**config.mk**
```make
export PLATFORM = sky130hd
export DESIGN_NAME = sd_cmd_engine_flat
export DESIGN_NICKNAME = d
export VERILOG_FILES = /design/src/rtl/sd_pkg.sv /design/src/rtl/sd_cmd_engine_if.sv /design/src/rtl/sd_crc7.sv /design/src/rtl/sd_cmd_engine.sv /design/src/flat_wrapper.sv
export SDC_FILE = /design/constraint.sdc
export NUM_CORES = 1
export LEC_CHECK = 0
export ABC_AREA = 1
export CAP_MARGIN = 20
export CORE_MARGIN = 3
export CORE_UTILIZATION = 53
export CTS_CLUSTER_DIAMETER = 200
export DETAILED_ROUTE_END_ITERATION = 8
export DONT_BUFFER_PORTS = 1
export PLACE_DENSITY = 0.68
export SYNTH_ARGS = -nofsm -noshare
export SYNTH_HDL_FRONTEND = slang
export SYNTH_HIERARCHICAL = 1
export SYNTH_SLANG_ARGS = --single-unit
export TNS_END_PERCENT = 1
```
**constraint.sdc**
```tcl
create_clock -name clk -period 4.52 [get_ports clk]
set_clock_uncertainty 0.15 [all_clocks]
set_input_delay 0.452 -clock clk [delete_from_list [all_inputs] [get_ports clk]]
set_output_delay 0.452 -clock clk [all_outputs]
set_load 0.01 [all_outputs]
```
**src/rtl/sd_pkg.sv**
```systemverilog
// Shared types and constants for the SD CMD line engine.
// Includes the serial CRC7 step used by every CRC7 instance.
package sd_pkg;

  typedef enum logic [1:0] {
    RSP_NONE = 2'd0,
    RSP_R48  = 2'd1,
    RSP_R3   = 2'd2,
    RSP_R136 = 2'd3
  } rsp_type_e;

  typedef enum logic [2:0] {
    ST_IDLE  = 3'd0,
    ST_TX    = 3'd1,
    ST_WAIT  = 3'd2,
    ST_RX    = 3'd3,
    ST_DRAIN = 3'd4
  } state_e;

  localparam logic [6:0] CRC7_POLY    = 7'h09;
  localparam int         FRAME_LEN48  = 48;
  localparam int         FRAME_LEN136 = 136;

  // One MSB-first step of x^7+x^3+1.
  function automatic logic [6:0] crc7_step(input logic [6:0] crc, input logic din);
    logic fb;
    fb = din ^ crc[6];
    return {crc[5:0], 1'b0} ^ (fb ? CRC7_POLY : 7'h00);
  endfunction

endpackage

```
**src/rtl/sd_cmd_engine_if.sv**
```systemverilog
// Command request / response bundle between the host controller core
// (master) and the CMD line engine (slave).
interface sd_cmd_engine_if;
  logic         start;
  logic [5:0]   cmd_idx;
  logic [31:0]  cmd_arg;
  logic [1:0]   rsp_type;
  logic         busy;
  logic         done;
  logic         err_timeout;
  logic         err_crc;
  logic [5:0]   rsp_idx;
  logic [127:0] rsp;

  modport master (
    output start, cmd_idx, cmd_arg, rsp_type,
    input  busy, done, err_timeout, err_crc, rsp_idx, rsp
  );

  modport slave (
    input  start, cmd_idx, cmd_arg, rsp_type,
    output busy, done, err_timeout, err_crc, rsp_idx, rsp
  );
endinterface

```
**src/rtl/sd_crc7.sv**
```systemverilog
// Serial CRC7 accumulator; clr has priority over en.
module sd_crc7
  import sd_pkg::*;
(
  input  logic       clk,
  input  logic       rst,
  input  logic       clr,
  input  logic       en,
  input  logic       din,
  output logic [6:0] crc
);

  logic [6:0] crc_r;

  // CRC shift register
  always_ff @(posedge clk) begin
    if (rst || clr) begin
      crc_r <= 7'h00;
    end else if (en) begin
      crc_r <= crc7_step(crc_r, din);
    end else begin
      crc_r <= crc_r;
    end
  end

  assign crc = crc_r;

endmodule

```
**src/rtl/sd_cmd_engine.sv**
```systemverilog
// SD CMD line engine: shifts out a 48-bit command with CRC7, then captures
// and checks the card's R48/R136 response, with timeout and line drain.
module sd_cmd_engine
  import sd_pkg::*;
#(
  parameter int TIMEOUT = 64,
  parameter int DRAIN   = 8
) (
  input  logic                clk,
  input  logic                rst,
  input  logic                tx_tick,
  input  logic                rx_tick,
  sd_cmd_engine_if.slave      io,
  output logic                sd_cmd_o,
  output logic                sd_cmd_oe,
  input  logic                sd_cmd_i
);

  state_e       state_r, state_s;
  rsp_type_e    type_r, type_s;
  logic [15:0]  cnt_r, cnt_s;
  logic [39:0]  hdr_r, hdr_s;
  logic [126:0] rx_sh_r, rx_sh_s;
  logic         busy_r, busy_s, done_r, done_s;
  logic         err_to_r, err_to_s, err_crc_r, err_crc_s;
  logic [5:0]   rsp_idx_r, rsp_idx_s;
  logic [127:0] rsp_r, rsp_s;
  logic         cmd_o_r, cmd_o_s, cmd_oe_r, cmd_oe_s;
  logic         crc_clr_s, tx_en_s, rx_en_s, tx_bit_s;
  logic [6:0]   tx_crc, rx_crc;
  logic [5:0]   pos_s;
  logic [15:0]  len_s, skip_s;

  sd_crc7 u_tx_crc (.clk(clk), .rst(rst), .clr(crc_clr_s), .en(tx_en_s), .din(tx_bit_s), .crc(tx_crc));
  sd_crc7 u_rx_crc (.clk(clk), .rst(rst), .clr(crc_clr_s), .en(rx_en_s), .din(sd_cmd_i), .crc(rx_crc));

  assign pos_s  = cnt_r[5:0];
  // R136 excludes its 8 header bits from the CRC; R48's start bit is 0 and leaves a cleared CRC unchanged.
  assign len_s  = (type_r == RSP_R136) ? 16'(FRAME_LEN136) : 16'(FRAME_LEN48);
  assign skip_s = (type_r == RSP_R136) ? 16'd8 : 16'd1;

  // Outgoing bit for the current frame position
  always_comb begin
    if (cnt_r < 16'd40) begin
      tx_bit_s = hdr_r[6'd39 - pos_s];
    end else if (cnt_r < 16'd47) begin
      tx_bit_s = tx_crc[3'(6'd46 - pos_s)];
    end else begin
      tx_bit_s = 1'b1;
    end
  end

  // Next-state and next-output logic
  always_comb begin
    state_s   = state_r;   cnt_s     = cnt_r;     hdr_s    = hdr_r;
    type_s    = type_r;    rx_sh_s   = rx_sh_r;   busy_s   = busy_r;
    done_s    = 1'b0;      err_to_s  = err_to_r;  err_crc_s = err_crc_r;
    rsp_s     = rsp_r;     rsp_idx_s = rsp_idx_r; cmd_o_s  = cmd_o_r;
    cmd_oe_s  = cmd_oe_r;  crc_clr_s = 1'b0;      tx_en_s  = 1'b0;
    rx_en_s   = 1'b0;
    case (state_r)
      ST_IDLE: begin
        if (io.start) begin
          hdr_s     = {2'b01, io.cmd_idx, io.cmd_arg};
          type_s    = rsp_type_e'(io.rsp_type);
          cnt_s     = 16'd0;
          busy_s    = 1'b1;
          err_to_s  = 1'b0;
          err_crc_s = 1'b0;
          crc_clr_s = 1'b1;
          state_s   = ST_TX;
        end else begin
          busy_s = 1'b0;
        end
      end
      ST_TX: begin
        if (!tx_tick) begin
          state_s = ST_TX;
        end else if (cnt_r == 16'(FRAME_LEN48)) begin
          cmd_o_s  = 1'b1;
          cmd_oe_s = 1'b0;
          cnt_s    = 16'd0;
          state_s  = (type_r == RSP_NONE) ? ST_DRAIN : ST_WAIT;
        end else begin
          cmd_o_s  = tx_bit_s;
          cmd_oe_s = 1'b1;
          tx_en_s  = (cnt_r < 16'd40);
          cnt_s    = cnt_r + 16'd1;
        end
      end
      ST_WAIT: begin
        if (!rx_tick) begin
          state_s = ST_WAIT;
        end else if (!sd_cmd_i) begin
          cnt_s   = 16'd1;
          state_s = ST_RX;
        end else if (cnt_r == 16'(TIMEOUT - 1)) begin
          err_to_s = 1'b1;
          cnt_s    = 16'd0;
          state_s  = ST_DRAIN;
        end else begin
          cnt_s = cnt_r + 16'd1;
        end
      end
      ST_RX: begin
        if (!rx_tick) begin
          state_s = ST_RX;
        end else begin
          rx_sh_s = {rx_sh_r[125:0], sd_cmd_i};
          rx_en_s = (cnt_r >= skip_s) && (cnt_r < len_s - 16'd8);
          if (cnt_r == len_s - 16'd1) begin
            // rx_sh_r holds frame bit k at index k-1; sd_cmd_i is the end bit.
            err_crc_s = !sd_cmd_i || ((type_r != RSP_R3) && (rx_sh_r[6:0] != rx_crc));
            if (type_r == RSP_R136) begin
              rsp_s = {rx_sh_r, sd_cmd_i};
            end else begin
              rsp_s     = {96'd0, rx_sh_r[38:7]};
              rsp_idx_s = rx_sh_r[44:39];
            end
            cnt_s   = 16'd0;
            state_s = ST_DRAIN;
          end else begin
            cnt_s = cnt_r + 16'd1;
          end
        end
      end
      ST_DRAIN: begin
        if (!tx_tick) begin
          state_s = ST_DRAIN;
        end else if (cnt_r == 16'(DRAIN - 1)) begin
          done_s  = 1'b1;
          busy_s  = 1'b0;
          cnt_s   = 16'd0;
          state_s = ST_IDLE;
        end else begin
          cnt_s = cnt_r + 16'd1;
        end
      end
      default: begin
        state_s  = ST_IDLE;
        busy_s   = 1'b0;
        cmd_oe_s = 1'b0;
      end
    endcase
  end

  // State and output registers
  always_ff @(posedge clk) begin
    if (rst) begin
      state_r <= ST_IDLE;   cnt_r     <= 16'd0;    hdr_r    <= 40'd0;
      type_r  <= RSP_NONE;  rx_sh_r   <= 127'd0;   busy_r   <= 1'b0;
      done_r  <= 1'b0;      err_to_r  <= 1'b0;     err_crc_r <= 1'b0;
      rsp_r   <= 128'd0;    rsp_idx_r <= 6'd0;     cmd_o_r  <= 1'b1;
      cmd_oe_r <= 1'b0;
    end else begin
      state_r <= state_s;   cnt_r     <= cnt_s;     hdr_r    <= hdr_s;
      type_r  <= type_s;    rx_sh_r   <= rx_sh_s;   busy_r   <= busy_s;
      done_r  <= done_s;    err_to_r  <= err_to_s;  err_crc_r <= err_crc_s;
      rsp_r   <= rsp_s;     rsp_idx_r <= rsp_idx_s; cmd_o_r  <= cmd_o_s;
      cmd_oe_r <= cmd_oe_s;
    end
  end

  assign io.busy        = busy_r;
  assign io.done        = done_r;
  assign io.err_timeout = err_to_r;
  assign io.err_crc     = err_crc_r;
  assign io.rsp_idx     = rsp_idx_r;
  assign io.rsp         = rsp_r;
  assign sd_cmd_o       = cmd_o_r;
  assign sd_cmd_oe      = cmd_oe_r;

endmodule

```
**src/flat_wrapper.sv**
```systemverilog
// flat-port wrapper written by rule: the top's interface ports become plain ports
module sd_cmd_engine_flat import sd_pkg::*;
#(
  parameter int TIMEOUT = 64,
  parameter int DRAIN   = 8
)
  (clk, rst, tx_tick, rx_tick, sd_cmd_o, sd_cmd_oe, sd_cmd_i, io_start, io_cmd_idx, io_cmd_arg, io_rsp_type, io_busy, io_done, io_err_timeout, io_err_crc, io_rsp_idx, io_rsp);
  sd_cmd_engine_if io_i ();
  input  logic clk;
  input  logic rst;
  input  logic tx_tick;
  input  logic rx_tick;
  output logic sd_cmd_o;
  output logic sd_cmd_oe;
  input  logic sd_cmd_i;
  input wire logic [$bits(io_i.start)-1:0] io_start;
  input wire logic [$bits(io_i.cmd_idx)-1:0] io_cmd_idx;
  input wire logic [$bits(io_i.cmd_arg)-1:0] io_cmd_arg;
  input wire logic [$bits(io_i.rsp_type)-1:0] io_rsp_type;
  output wire logic [$bits(io_i.busy)-1:0] io_busy;
  output wire logic [$bits(io_i.done)-1:0] io_done;
  output wire logic [$bits(io_i.err_timeout)-1:0] io_err_timeout;
  output wire logic [$bits(io_i.err_crc)-1:0] io_err_crc;
  output wire logic [$bits(io_i.rsp_idx)-1:0] io_rsp_idx;
  output wire logic [$bits(io_i.rsp)-1:0] io_rsp;
  assign io_i.start = io_start;
  assign io_i.cmd_idx = io_cmd_idx;
  assign io_i.cmd_arg = io_cmd_arg;
  assign io_i.rsp_type = io_rsp_type;
  assign io_busy = io_i.busy;
  assign io_done = io_i.done;
  assign io_err_timeout = io_i.err_timeout;
  assign io_err_crc = io_i.err_crc;
  assign io_rsp_idx = io_i.rsp_idx;
  assign io_rsp = io_i.rsp;
  sd_cmd_engine #(.TIMEOUT(TIMEOUT), .DRAIN(DRAIN)) u_core (.clk(clk), .rst(rst), .tx_tick(tx_tick), .rx_tick(rx_tick), .io(io_i), .sd_cmd_o(sd_cmd_o), .sd_cmd_oe(sd_cmd_oe), .sd_cmd_i(sd_cmd_i));
endmodule
```
==> run summary <==
Hold Crit Class: in -> reg
Setup_tns: 0 ns
Synth warn: 6
Final Hold Fails: 0
Synth top area share: 0.4759
Worst Path Arrival: 3.71 ns
Netlist cell types: 36
P_int: 5.147 mW
Mapped Nets: 1924
Vias/cell: 5.758
Post_cts resized: 0
Hold WS: 0.007925 ns
Hold path startpoint: io_cmd_arg[23]
Die X: 170.5 um
Post-Syn Instances: 1869
Final setup fails: 0
Crit-path max FO: 161
Crit share post-route: 0.7533
RSZ-0062 raised after global routing: no
Combinational power share: 0.146
Antenna diode count: 0
Final HPWL DP: 21410 um
Post-synth top area cell: dfxtp_1
Initial core utilization: 0.5443
Clock sink total: 341
Crit path largest cell delay: 0.68 ns
Maximum clock insertion buffer count: 3
Mapped cell area: 0.01435 mm^2
Worst r2r path cells: 11
DRT iter0 DRCs: 1216
Total power per unit cell area: 443.2 mW/mm^2
Remaining Overflow, GRT: 0
CTS root buffer: clkbuf_16
Startpoint types: register
Most common cell after layout, fill and taps aside: dfxtp_1
Seq/Total Area, Yosys: 0.4759
Worst skew pair latency: 0.51 ns
Psw: 2.049 mW
Most frequent cells in the layout: dfxtp_1, nand2_1, a21oi_1
Remaining DRCs: 0
Crit path max-delay cell type: dfxtp_1
Post-Route WL: 37940 um
Drt pass-1 iters: 6
Gr usage total: 0.2533
Worst setup path class: reg -> reg
Final min period: 3.405 ns
Sw Share: 0.2848
Core area: 0.02635 mm^2
Syn_area_per_cell: 7.675 um^2
CTS tree: yes
Antenna violations before repair: 0
RD Place Congestion: 0.9280
Num CTS Buffers: 37
Die footprint: 0.02908 mm^2
Fmax: 293.7 MHz
Number of max-cap violations: 0
Synth-to-Final Area Change: 13.19%
DR vias: 12770
Final ANT Viol Nets: 0
Largest net degree at the start of global routing: 185
Worst path required time: 4.82 ns
Number of global-route vias before repair: 12100
CP startpoint: u_core/cnt_r[1]
Slew Viols, Final: 0
Yosys reg bits: 341
Post-DR wirelength/cell: 17.11 um
Number of fill cells: 2385
Max_slew headroom: 0.2679
Port Buffers: 0
Status: complete, no violations
Share of layout cells above drive strength 1: 0.09612
Worst Hold End: u_core/hdr_r[23]
Seq pwr share: 0.450
# rows: 59
Area contributors post-synth: dfxtp_1, nand2_1, a21oi_1
R2R Setup Slk: 1.11 ns
R2R Path Start: u_core/cnt_r[1]
Hold Path Depth: 2
First-pass GRT wire length: 61880 um
Final nets: 1914
Worst-margin pin slew: 1.098 ns
Clock share of power: 0.404
Top Ports: 186
Setup bufs post-CTS: 0
Worst-path clk slew: 0.06 ns
Leak Pwr: 5.930 nW
Worst path cell trace: ha_1 > nand3_1 > nor2_1 > nand2_2 > inv_2 > nand2_2 > nor2_8 > buf_12 > nor2_1 > nor3_2 > dlygate4sd3_1
Worst IR drop on VDD: 0.2822 mV
DIE HEIGHT: 170.5 um
H-tree levels: 2
CP Capture Type: register
Reg2Reg Capture Point: u_core/io.rsp[56]
## what timing repair did
item / CTS / global route
endpoints found under the hold margin: 263 / 0
hold buffers: 84 / 0
setup endpoints to repair: 0 / 0
## power by group through the flow
stage / clock (mW) / sequential [mW] / combinational, mW
3_3_place_gp: 0 / 3.30 / 0.944
2_1_floorplan: 0 / 3.27 / 0.811
3_5_place_dp: 0 / 3.30 / 0.962
5_1_grt: 3.08 / 3.25 / 1.18
6_report: 2.91 / 3.24 / 1.05
4_1_cts: 2.95 / 3.24 / 1.04
## per-stage QoR
step	util	cell area (um^2)	instances	power, mW	setup WS [ns]
finish	0.6161	16240	2218	7.197	1.115
global route	0.6161	16240	2218	7.516	0.8924
CTS	0.6161	16240	2218	7.227	1.267
detailed placement	0.5389	14200	2071	4.263	1.296
global placement	0.5389	14200	2071	4.242	1.363
floorplan	-	14350	1869	4.079	1.889
## area by class of cell
cell class | instances | area, um^2 | share of cell area
clock buffers | 54 | 1072 | 0.06604
repair buffers | 95 | 973.4 | 0.05995
inverters | 93 | 354.1 | 0.02181
multi-input cells | 1291 | 6506 | 0.4007
flip-flops and latches | 341 | 6827 | 0.4204
clock inverters | 9 | 85.08 | 0.005240
well taps | 335 | 419.2 | 0.02581
## cell families after synthesis
group | synth area share
simple gates | 0.2707
compound gates | 0.1662
flops | 0.4759
buf+inv | 0.07144
xor+xnor | 0.007937
fa+ha+maj | 0.007850
## worst max path at each step
stage	cells past startpoint	endpoint
global placement	14	u_core/io.rsp_idx[0]
global route	11	u_core/io.rsp[56]
detailed placement	13	u_core/u_tx_crc/crc[0]
CTS	14	u_core/io.rsp_idx[0]
finish	11	u_core/io.rsp[56]
floorplan	12	u_core/u_rx_crc/crc[6]
## state kept, by name (all words and copies together) (netlist names)
name / flops
u_core/sd_cmd_o: 1
u_core/io.err_timeout: 1
u_core/io.done: 1
u_core/cnt_r: 16
u_core/sd_cmd_oe: 1
u_core/u_rx_crc/crc: 7
u_core/type_r: 2
u_core/io.rsp_idx: 6
u_core/io.rsp: 128
u_core/io.err_crc: 1
u_core/u_tx_crc/crc: 7
u_core/hdr_r: 39
u_core/state_r: 3
u_core/io.busy: 1
u_core/rx_sh_r: 127
## synth_stat cells
library cell,count
nand4_1,13
inv_1,85
a31oi_1,35
inv_2,6
xor2_1,9
nor2_1,201
a211o_1,1
ha_1,9
buf_1,13
nor3_1,48
inv_4,1
dfxtp_1,341
nor2_4,2
buf_2,20
a211oi_1,8
or2_1,2
a21oi_2,40
a21oi_1,239
o211ai_1,4
clkbuf_1,95
clkbuf_2,2
clkinv_1,1
o31ai_1,2
xnor2_1,4
buf_6,14
nor2_2,3
nor4_1,4
nor3_2,57
nand2_2,2
nand2_1,334
nand3_1,173
o22ai_1,3
and2_1,1
o21ai_0,94
a21boi_0,2
nor2_8,1
## layer usage
| metal | track usage | part of all wire |
|---|---|---|
| met1 | 0.3368 | 0.43 |
| met2 | 0.4141 | 0.47 |
| met3 | 0.05129 | 0.067 |
| met4 | 0.08466 | 0.028 |
| met5 | 0 | 0 |
## worst max-delay path, delay by kind of cell (launching register included)
kind	cells	cell delay, ns
fa+ha+maj	1	0.33
flops	1	0.68
simple gates	7	0.94
buf+inv	3	1.16
Power figures use the tool's default switching activity.
==> RTL change, RTL diff (config.mk and constraints unchanged) <==
One comparison of `cnt_r` changes from == to >=.
--- a/src/rtl/sd_cmd_engine.sv
+++ b/src/rtl/sd_cmd_engine.sv
@@ -127,7 +127,7 @@
       ST_DRAIN: begin
         if (!tx_tick) begin
           state_s = ST_DRAIN;
-        end else if (cnt_r == 16'(DRAIN - 1)) begin
+        end else if (cnt_r >= 16'(DRAIN - 1)) begin
           done_s  = 1'b1;
           busy_s  = 1'b0;
           cnt_s   = 16'd0;
Function: same outputs for any inputs over 4 cycles, from zero or initial values and one cycle with rst high; that may be too few to reach the edited logic, so the function may still have changed.
==> RTL change against the unedited design <==
- via count decreased by 7.6%
- utilization fell by 0.98 points
- power grew 10%
- critical path type unchanged
- cell area decreased by 5.2%
- clock power rose by 5%
- routed wire length fell by 11%
- global-route usage down 2.5 points
- sequential cell count stayed put
- synthesized area down 3.5%
- worst setup slack got worse by 0.13 ns
==> RTL change: results (changes against the unedited design) <==
| Metric | Value |
|---|---|
| Leak Pwr | 6.08 nW (+2.6%) |
| Post-DP Area | 13,800 µm² (-3.0%) |
| Overall Global Routing Usage | 22.9% (-2.5 points) |
| Reg-to-Reg Start | u_core/type_r[1] |
| Part of the Yosys area used for sequential elements | 49.3% (+1.7 points) |
| Worst IR Drop VDD | 315 µV (+12%) |
| Slew margin rel. | 34.5% (+7.7 points) |
| Largest net degree at the start of global routing | 257 (+39%) |
| Post_cts resized | 0 (unchanged) |
| Num CTS Buffers | 36 (-2.7%) |
| Status | complete, no violations |
| DRT iter0 DRCs | 1,032 (-15%) |
| Pre-CTS WS | 1.10 ns (-0.196 ns) |
| First-pass DRT Iterations | 5 (-1) |
| Average size of a mapped cell | 7.21 µm² (-6.1%) |
| Maximum fanout along the worst path | 256 (+59%) |
| Synth top area cells | dfxtp_1, o21ai_0, nor2_1, nand2_1, inv_1 |
| CP Data Arrival Time | 3.75 ns (+0.04 ns) |
| Slowest-stage cell, CP | buf_12 |
| Final Non-Filler Cells | 2,228 (+0.45%) |
| Detailed Place HPWL | 19,600 µm (-8.4%) |
| Vias in the first global route | 10.8k (-10%) |
| First-pass GRT wire length | 54,900 µm (-11%) |
| Post-synthesis adder-cell area fraction | 0.813% (+0.028 points) |
| XOR/XNOR Fraction of Synth Area | 0.759% (-0.035 points) |
| Worst Reg-to-Reg Cells | 12 (+1) |
| Worst r2r dst | u_core/io.rsp[41] |
| Max Clk Rate | 283 MHz (-3.6%) |
| GPL Wtd Cong | 0.872 (-6.0%) |
| CTS Hold Bufs | 35 (-58%) |
| Synth warn | 6 (unchanged) |
| Net Count, Synth | 1,975 (+2.7%) |
| WL final | 33,600 µm (-11%) |
| Via Count | 11.8k (-7.6%) |
| FILL cells | 2,335 (-2.1%) |
| Clock transition at path regs | 0.06 ns (about the same) |
| Compound-Gate Fraction of Synth Area | 17.7% (+1.1 points) |
| Count of different cell masters after synthesis | 38 (+5.6%) |
| Crit path max-delay family | buffers and inverters |
| List of most frequent post-synthesis cells | nor2_1, nand2_1, dfxtp_1 |
| Flop2flop setup slack | 0.99 ns (-0.13 ns) |
| Total Nets Final | 1,926 (+0.63%) |
| Placed Cells incl. Taps | 2,128 (+2.8%) |
-- RTL change: cell count changes after synthesis, moves of 31 or more --
cell | before | now
nor2_1 | 201 | 373
a21oi_2 | 40 | 0
o21ai_0 | 94 | 326
nor3_1 | 48 | 6
a21oi_1 | 239 | 86
nand3_1 | 173 | 56
nor3_2 | 57 | 2
inv_1 | 85 | 116
nand2_1 | 334 | 371
-- RTL change: layer usage --
metal / part of all wire [%] / track usage (%) / up-vias
met5: 0 / 0 / -
met4: 1.6 / 5.27 / 0
met3: 6.6 / 6.30 / 42
met2: 45 / 37.5 / 249
met1: 47 / 30.3 / 5410
li1: - / - / 6106
-- RTL change: area by class of cell --
| type | count | area, µm² | share of cell area (%) |
|---|---|---|---|
| sequential | 341 | 6830 | 44.3 |
| multi-input combinational | 1324 | 5960 | 38.7 |
| clock buffer | 57 | 1130 | 7.35 |
| timing repair buffer | 45 | 468 | 3.04 |
| inverter | 123 | 467 | 3.03 |
| tap | 330 | 413 | 2.68 |
| clock inverter | 8 | 129 | 0.837 |
-- RTL change: how the worst min path moves through the flow --
stage                     start          endpoint  slack (ns)  depth (start not counted)
2_1_floorplan  u_core/hdr_r[29]  u_core/hdr_r[29]        0.27                          2
6_report         io_rsp_type[1]  u_core/type_r[1]        0.02                          2
3_5_place_dp   u_core/hdr_r[26]  u_core/hdr_r[26]        0.30                          2
4_1_cts          io_rsp_type[1]  u_core/type_r[1]      0.0002                          2
5_1_grt          io_rsp_type[1]  u_core/type_r[1]        0.02                          2
3_3_place_gp    u_core/hdr_r[3]   u_core/hdr_r[3]        0.29                          2
-- RTL change: power by group --
| group | internal, W | switching, W |
|---|---|---|
| clock | 0.00189 | 0.00118 |
| sequential | 0.00327 | 0.000192 |
| combinational | 0.000416 | 0.000966 |
| total | 0.00558 | 0.00234 |
